===== src/rtl/semaphore_ctrl.sv =====
// rtl/semaphore_ctrl.sv - two-approach traffic light sequencer with pedestrian shortening and flash mode
module semaphore_ctrl #(
   parameter int GREEN_TICKS      = 8,
   parameter int MIN_GREEN_TICKS  = 3,
   parameter int YELLOW_TICKS     = 2,
   parameter int ALLRED_TICKS     = 1,
   parameter int FLASH_HALF_TICKS = 1,
   parameter int CNT_W            = 8
) (
   input  logic       clk,
   input  logic       res,
   input  logic       tick,
   input  logic       dis,
   input  logic       ped_req,
   output logic       r,
   output logic       g,
   output logic       v,
   output logic       r1,
   output logic       g1,
   output logic       v1,
   output logic [2:0] phase
);

   typedef enum logic [2:0] {
      ALLRED_A = 3'd0,
      A_GREEN  = 3'd1,
      A_YELLOW = 3'd2,
      ALLRED_B = 3'd3,
      B_GREEN  = 3'd4,
      B_YELLOW = 3'd5,
      FLASH    = 3'd6,
      ILLEGAL  = 3'd7
   } state_t;

   // Last count value of each phase; a phase of N ticks ends when cnt reaches N-1.
   localparam logic [CNT_W-1:0] GREEN_LAST  = CNT_W'(GREEN_TICKS - 1);
   localparam logic [CNT_W-1:0] MIN_LAST    = CNT_W'(MIN_GREEN_TICKS - 1);
   localparam logic [CNT_W-1:0] YELLOW_LAST = CNT_W'(YELLOW_TICKS - 1);
   localparam logic [CNT_W-1:0] ALLRED_LAST = CNT_W'(ALLRED_TICKS - 1);
   localparam logic [CNT_W-1:0] FLASH_LAST  = CNT_W'(FLASH_HALF_TICKS - 1);

   state_t           state;
   state_t           state_nxt;
   logic [CNT_W-1:0] cnt;
   logic             ped_pend;
   logic             flash_ph;
   logic             green_done;
   logic             green_to_yellow;
   logic             flash_toggle;

   // Green may end at full length, or early once a pedestrian is waiting and minimum green is served.
   assign green_done      = (cnt == GREEN_LAST) || (ped_pend && (cnt >= MIN_LAST));
   assign green_to_yellow = ((state == A_GREEN) && (state_nxt == A_YELLOW)) ||
                            ((state == B_GREEN) && (state_nxt == B_YELLOW));
   assign flash_toggle    = (state == FLASH) && tick && (cnt == FLASH_LAST);
   assign phase           = state;

   // Next-state selection and lamp decode; dis overrides any tick-driven exit.
   always_comb begin
      state_nxt = state;
      r  = 1'b0;
      g  = 1'b0;
      v  = 1'b0;
      r1 = 1'b0;
      g1 = 1'b0;
      v1 = 1'b0;
      case (state)
         ALLRED_A: begin
            r  = 1'b1;
            r1 = 1'b1;
            if (tick && (cnt == ALLRED_LAST)) state_nxt = A_GREEN;
         end
         A_GREEN: begin
            v  = 1'b1;
            r1 = 1'b1;
            if (tick && green_done) state_nxt = A_YELLOW;
         end
         A_YELLOW: begin
            g  = 1'b1;
            r1 = 1'b1;
            if (tick && (cnt == YELLOW_LAST)) state_nxt = ALLRED_B;
         end
         ALLRED_B: begin
            r  = 1'b1;
            r1 = 1'b1;
            if (tick && (cnt == ALLRED_LAST)) state_nxt = B_GREEN;
         end
         B_GREEN: begin
            r  = 1'b1;
            v1 = 1'b1;
            if (tick && green_done) state_nxt = B_YELLOW;
         end
         B_YELLOW: begin
            r  = 1'b1;
            g1 = 1'b1;
            if (tick && (cnt == YELLOW_LAST)) state_nxt = ALLRED_A;
         end
         FLASH: begin
            g  = flash_ph;
            g1 = flash_ph;
            if (!dis) state_nxt = ALLRED_A;
         end
         default: state_nxt = ALLRED_A;
      endcase
      if (dis && (state != FLASH) && (state != ILLEGAL)) state_nxt = FLASH;
   end

   // State register.
   always_ff @(posedge clk) begin
      if (res) state <= ALLRED_A;
      else     state <= state_nxt;
   end

   // Phase counter: cleared on entry, advances on tick, wraps each half-period in flash.
   always_ff @(posedge clk) begin
      if (res)                     cnt <= '0;
      else if (state_nxt != state) cnt <= '0;
      else if (flash_toggle)       cnt <= '0;
      else if (tick)               cnt <= cnt + 1'b1;
   end

   // Pedestrian latch: a new request outranks the clear at the green exit.
   always_ff @(posedge clk) begin
      if (res)                  ped_pend <= 1'b0;
      else if (state == FLASH)  ped_pend <= 1'b0;
      else if (ped_req)         ped_pend <= 1'b1;
      else if (green_to_yellow) ped_pend <= 1'b0;
   end

   // Flash phase: lit on entry, toggles each half-period, parked low outside flash.
   always_ff @(posedge clk) begin
      if (res)                                          flash_ph <= 1'b0;
      else if ((state_nxt == FLASH) && (state != FLASH)) flash_ph <= 1'b1;
      else if (state_nxt != FLASH)                      flash_ph <= 1'b0;
      else if (flash_toggle)                            flash_ph <= ~flash_ph;
   end

endmodule


===== config.mk =====
export PLATFORM = sky130hd
export DESIGN_NAME = semaphore_ctrl
export DESIGN_NICKNAME = d
export VERILOG_FILES = /design/src/rtl/semaphore_ctrl.sv
export SDC_FILE = /design/constraint.sdc
export NUM_CORES = 1
export LEC_CHECK = 0
export CAP_MARGIN = 10
export CELL_PAD_IN_SITES_DETAIL_PLACEMENT = 2
export CELL_PAD_IN_SITES_GLOBAL_PLACEMENT = 2
export CORE_AREA = 4 4 66 68
export DETAILED_ROUTE_END_ITERATION = 10
export DIE_AREA = 0 0 70 72
export PLACE_DENSITY_LB_ADDON = 0.08
export SYNTH_ARGS = -nofsm -noshare
export SYNTH_HDL_FRONTEND = slang
export SYNTH_SLANG_ARGS = --single-unit

===== constraint.sdc =====
create_clock -name clk -period 2.2 [get_ports clk]
set_input_delay 0.44 -clock clk [delete_from_list [all_inputs] [get_ports clk]]
set_output_delay 0.44 -clock clk [all_outputs]
set_load 0.03 [all_outputs]

# Word-level counts from Yosys, hierarchy flattened
# Index checks and enable logic that the tools add are counted.
# totals
out_inout_bits	9
reg_bits	13
word_cells	63
input_bits	5
# op_classes
reduce_logical	21
bitwise	1
n_lt_le_gt_ge	1
eq_ne	15
mux	20
addsub	1
# ops
op	count
3-bit two-way mux	8
3-bit case mux with 7 select lines	1
3-bit equality test, second input constant	5
1-bit logical AND	11
3-bit by 2-bit equality test with 1-bit output, second input constant	3
1-bit two-way mux	9
3-bit != test, second input constant	3
8-bit by 1-bit adder with 8-bit output, second input constant	1
8-bit by 1-bit equality test with 1-bit output, second input constant	1
8-bit by 3-bit equality test with 1-bit output, second input constant	1
8-bit by 2-bit greater-or-equal comparator with 1-bit output, second input constant	1
8-bit zero test	1
4-bit OR reduction	2
1-bit case mux with 2 select lines	2
3-bit by 1-bit equality test with 1-bit output, second input constant	1
3-bit zero test	1
3-bit != test	1
3-bit nonzero test	1
3-bit OR reduction	1
1-bit logical OR	2
2-bit nonzero test	1
2-bit OR reduction	1
1-bit NOT	1

# Longest topological paths before layout
# logic_depth
word_depth	12
ltp_mapped	8
depth_no_buf	8

# Worst setup path after synthesis
# Ideal clock, no wire load.
# synth_timing
kind	register -> output
from	reg state[2] (netlist: phase[2])
to	out r
stages_incl_launch_ff	6
path_slack_ns	-0.030
arrival_ns	1.790
path_buffers	1
required_time_ns	1.760
path_cell_list	dfxtp_1 > clkbuf_1 > inv_1 > nand3_1 > inv_1 > nor2_1
# synth_between
elab_chain_cells	3
word_cells_on_any_way	6
cone_classes	eq/ne: 3; mux: 1; reduce/logical: 2
# synth_rtl
element	line_no	source
start, declared	42	state_t state;
start signal, assigned	111	else state <= state_nxt;
3-bit equality test (tied with other cells)	67	case (state)
4-bit OR reduction (no line) (*)	--	
1-bit two-way mux (*)	67	
end, declared	15	output logic r,
# Mark *: on every way between the ends. The rest lies on a longest branch, timed or not.

# Final worst setup path
# layout_timing
from	reg cnt[4]
to	reg cnt[7]
# layout_between
elab_chain_cells	9
word_cells_on_any_way	21
cone_classes	add/sub: 1; order compare: 1; eq/ne: 3; mux: 8; reduce/logical: 8
# layout_rtl
element	line_no	source
start, declared	44	logic [CNT_W-1:0] cnt;
start signal, assigned	119	else if (tick) cnt <= cnt + 1'b1;
8-bit by 2-bit greater-or-equal comparator with 1-bit output	52	assign green_done = (cnt == GREEN_LAST) || (ped_pend && (cnt >= MIN_LAST));
1-bit logical AND	52	
1-bit logical OR	52	
1-bit logical AND	76, 91	
3-bit two-way mux, on equally long branches	91, 76	
3-bit case mux with 7 select lines	67	
3-bit two-way mux	105	if (dis && (state != FLASH) && (state != ILLEGAL)) state_nxt = FLASH;
3-bit != test	117	else if (state_nxt != state) cnt <= '0;
3-bit OR reduction (no line)	--	
# Several ways; a longest one is shown, not always the timed one.
# A chain may end at the register's enable or synchronous reset.

==> impl_results.md <==
- Status: completed
- Drt wl/cell: 15.3 µm
- Longest Clk Path Bufs: 2
- Clk_skew: 0.00523 ns
- Nets@finish: 161
- Final hold viol count: 0
- Die ar.: 5040 µm²
- Final critical-path share of the clock period: 96.4%
- Total number of vias: 993
- WHS: 0.587 ns
- Final HPWL DP: 2520 µm
- Cell Area, Synth: 926 µm²
- Most frequent cells in the layout: 23 x buf_4, 12 x dfxtp_1, 11 x nor2_1
- Finish-stage setup viols: 0
- Total track usage: 13.0%
- Worst endpoint required time: 2.34 ns
- EDFF count, synth: 0
- CTS Sinks: 13
- Switching share of power: 31.6%
- Max FO, Critical Path: 8
- Clock share of power: 34.2%
- Design area: 1330 µm²
- Gate power share: 27.4%
- Fin util: 34.5%
- CP arrival: 2.26 ns
- Congestion Overflow GR: 0
- Synth unique cells: 42
- Gate Count Post-Synth: 116
- Number of fill cells: 473
- Layout cell share with drive strength beyond 1: 23.8%
- PortBufs: 13
- Hold Buf Count CTS: 0
- Sequential Power Share: 38.3%
- Setup Buffers After CTS: 0
- Slew Viols, Final: 0
- Area Overhead vs Synth: 43.6%
- Hold crit path type: reg -> reg
- Placed Area: 1270 µm²
- Largest net degree at the start of global routing: 11
- Die width: 70 µm
- Syn. warnings: 0
- Switch Pwr: 0.211 mW
- Vias in the first global route: 1075
- DRC: 0
- Setup CP Type: reg -> reg
- Root Driver: clkbuf_8
- Die Span Y: 72 µm
- Internal: 0.458 mW
- Max Freq: 471 MHz
- Worst Setup Slack, final: 0.0789 ns
- Maxcap violations: 0
- Slew HR: 77.6%
- Startpoint Class: flop
- Setup WS pre-CTS: -0.224 ns
- DR vias/cell: 4.94
- Syn avg cell area: 7.98 µm²
- Synthesis-stage register bit count: 13
- Period minus WS final: 2.12 ns
- Leak pwr: 0.581 nW
- Core Area: 3860 µm²
- Sequential fraction of the synthesis area: 28.1%
- 1st-pass router iterations: 3
- GPL Wtd Cong: 0.765
- Clock slew at reported path FFs: 0.07 ns
- Initial Util: 24.0%
- Commonest non-fill, non-tap cell in the layout: buf_4
- Power Dens Cells: 503 nW/µm²
- Cts bufs inserted: 3
- CTS tree: done
- Area of the multi-input gates: 627 µm²
- I/O Pins: 14
- Global-route wire length before repair: 5290 µm
- Worst setup EP type: flop
- Worst slew pin tran: 0.334 ns
- Row Count: 23
- FFs w/ async S/R, synth: 0%
- Post-detailed-route count of antenna-violating nets: 0
- Register Area: 262 µm²
- Mapped Nets: 125
- Main flop type after synthesis: dfxtp_1
- Initial antenna violation count: 0
- RSZ-0062 raised after global routing: no
- Worst-skew pair later-pin latency: 0.25 ns
- Total Wirelength: 3080 µm
- 1st-iter DRT viols: 41
- Antenna Cells: 0
- Max VDD drop: 0.143 mV
- CTS H-tree lvls: 1
==> path summary, 6_finish.rpt <==
check,startpoint,to,slack (ns),cells after the start
setup / recovery,cnt[4],cnt[7],0.08,6
hold / removal,ped_pend,ped_pend,0.59,2
hold reg to reg,ped_pend,ped_pend,0.59,2
setup reg to reg,cnt[4],cnt[7],0.08,6
==> worst max-delay path: stages, from the launching register on <==
cell	delay, ns
dfxtp_1	0.33
nor2_4	0.12
or4b_1	0.47
or4_4	0.52
a211o_1	0.34
nand4_4	0.16
nor2_1	0.07
==> state kept, by name, summed over array words and instances, names as in the netlist <==
signal / flops
phase: 3
flash_ph: 1
cnt: 8
ped_pend: 1
==> logic make-up after synthesis <==
| group | Yosys count | synth area share (%) |
|---|---|---|
| buffers and inverters | 13 | 5.54 |
| adder cells (fa/ha/maj) | 4 | 5.41 |
| multiplexers | 3 | 3.24 |
| AND/OR/NAND/NOR | 48 | 30.3 |
| flip-flops | 13 | 28.1 |
| XOR/XNOR | 8 | 7.57 |
| AO/OA/AOI/OAI | 27 | 19.9 |
==> power groups by stage <==
| stage | Sequential [mW] | Combinational (mW) | Clock, mW |
|---|---|---|---|
| finish | 0.257 | 0.184 | 0.229 |
| global route | 0.258 | 0.202 | 0.247 |
| CTS | 0.257 | 0.184 | 0.233 |
| detailed placement | 0.262 | 0.186 | 0 |
| global placement | 0.261 | 0.182 | 0 |
| floorplan | 0.266 | 0.0952 | 0 |
==> synth_stat cells, types with 2 or more instances <==
library cell  number  share of area (%)
clkbuf_1           3                1.2
and2_1             3                2.0
dfxtp_1           13                 28
inv_1              8                3.2
a41oi_1            2                1.9
nor2b_1            2                1.4
ha_1               4                5.4
xor2_1             6                5.7
nand2_1           10                4.1
nor2_1            12                4.9
nand4_1            4                2.7
xnor2_1            2                1.9
o211ai_1           3                2.4
mux2i_1            3                3.2
and3_2             2                1.6
nand3_1            3                1.6
a21oi_1            8                4.3
o21ai_0            4                2.2
==> final cells by class <==
class | count | area share (%)
clock buffer | 4 | 3.39
multi-input combinational | 90 | 47.1
tap | 50 | 4.70
inverter | 8 | 2.26
timing repair buffer | 36 | 22.9
sequential | 13 | 19.7
==> through the flow <==
stage / TNS [ns] / power [mW] / std cells
after floorplan: 0 / 0.362 / 116
after global placement: -0.554 / 0.443 / 197
after detailed placement: -1.51 / 0.447 / 197
after CTS: 0 / 0.673 / 201
after global routing: 0 / 0.707 / 201
final: 0 / 0.670 / 201
==> routing by layer <==
metal | vias to the layer above | global-route usage (%) | routed length [µm]
li1 | 487 | - | -
met2 | 9 | 22.2 | 1490
met5 | - | 0 | 0
met1 | 495 | 17.1 | 1500
met3 | 2 | 2.77 | 73
met4 | 0 | 2.55 | 16
==> timing repair <==
item,4_1_cts,5_1_grt
gates resized for setup,3,6
gates cloned,0,0
setup endpoints to repair,3,11
(Power assumes the default switching activity.)
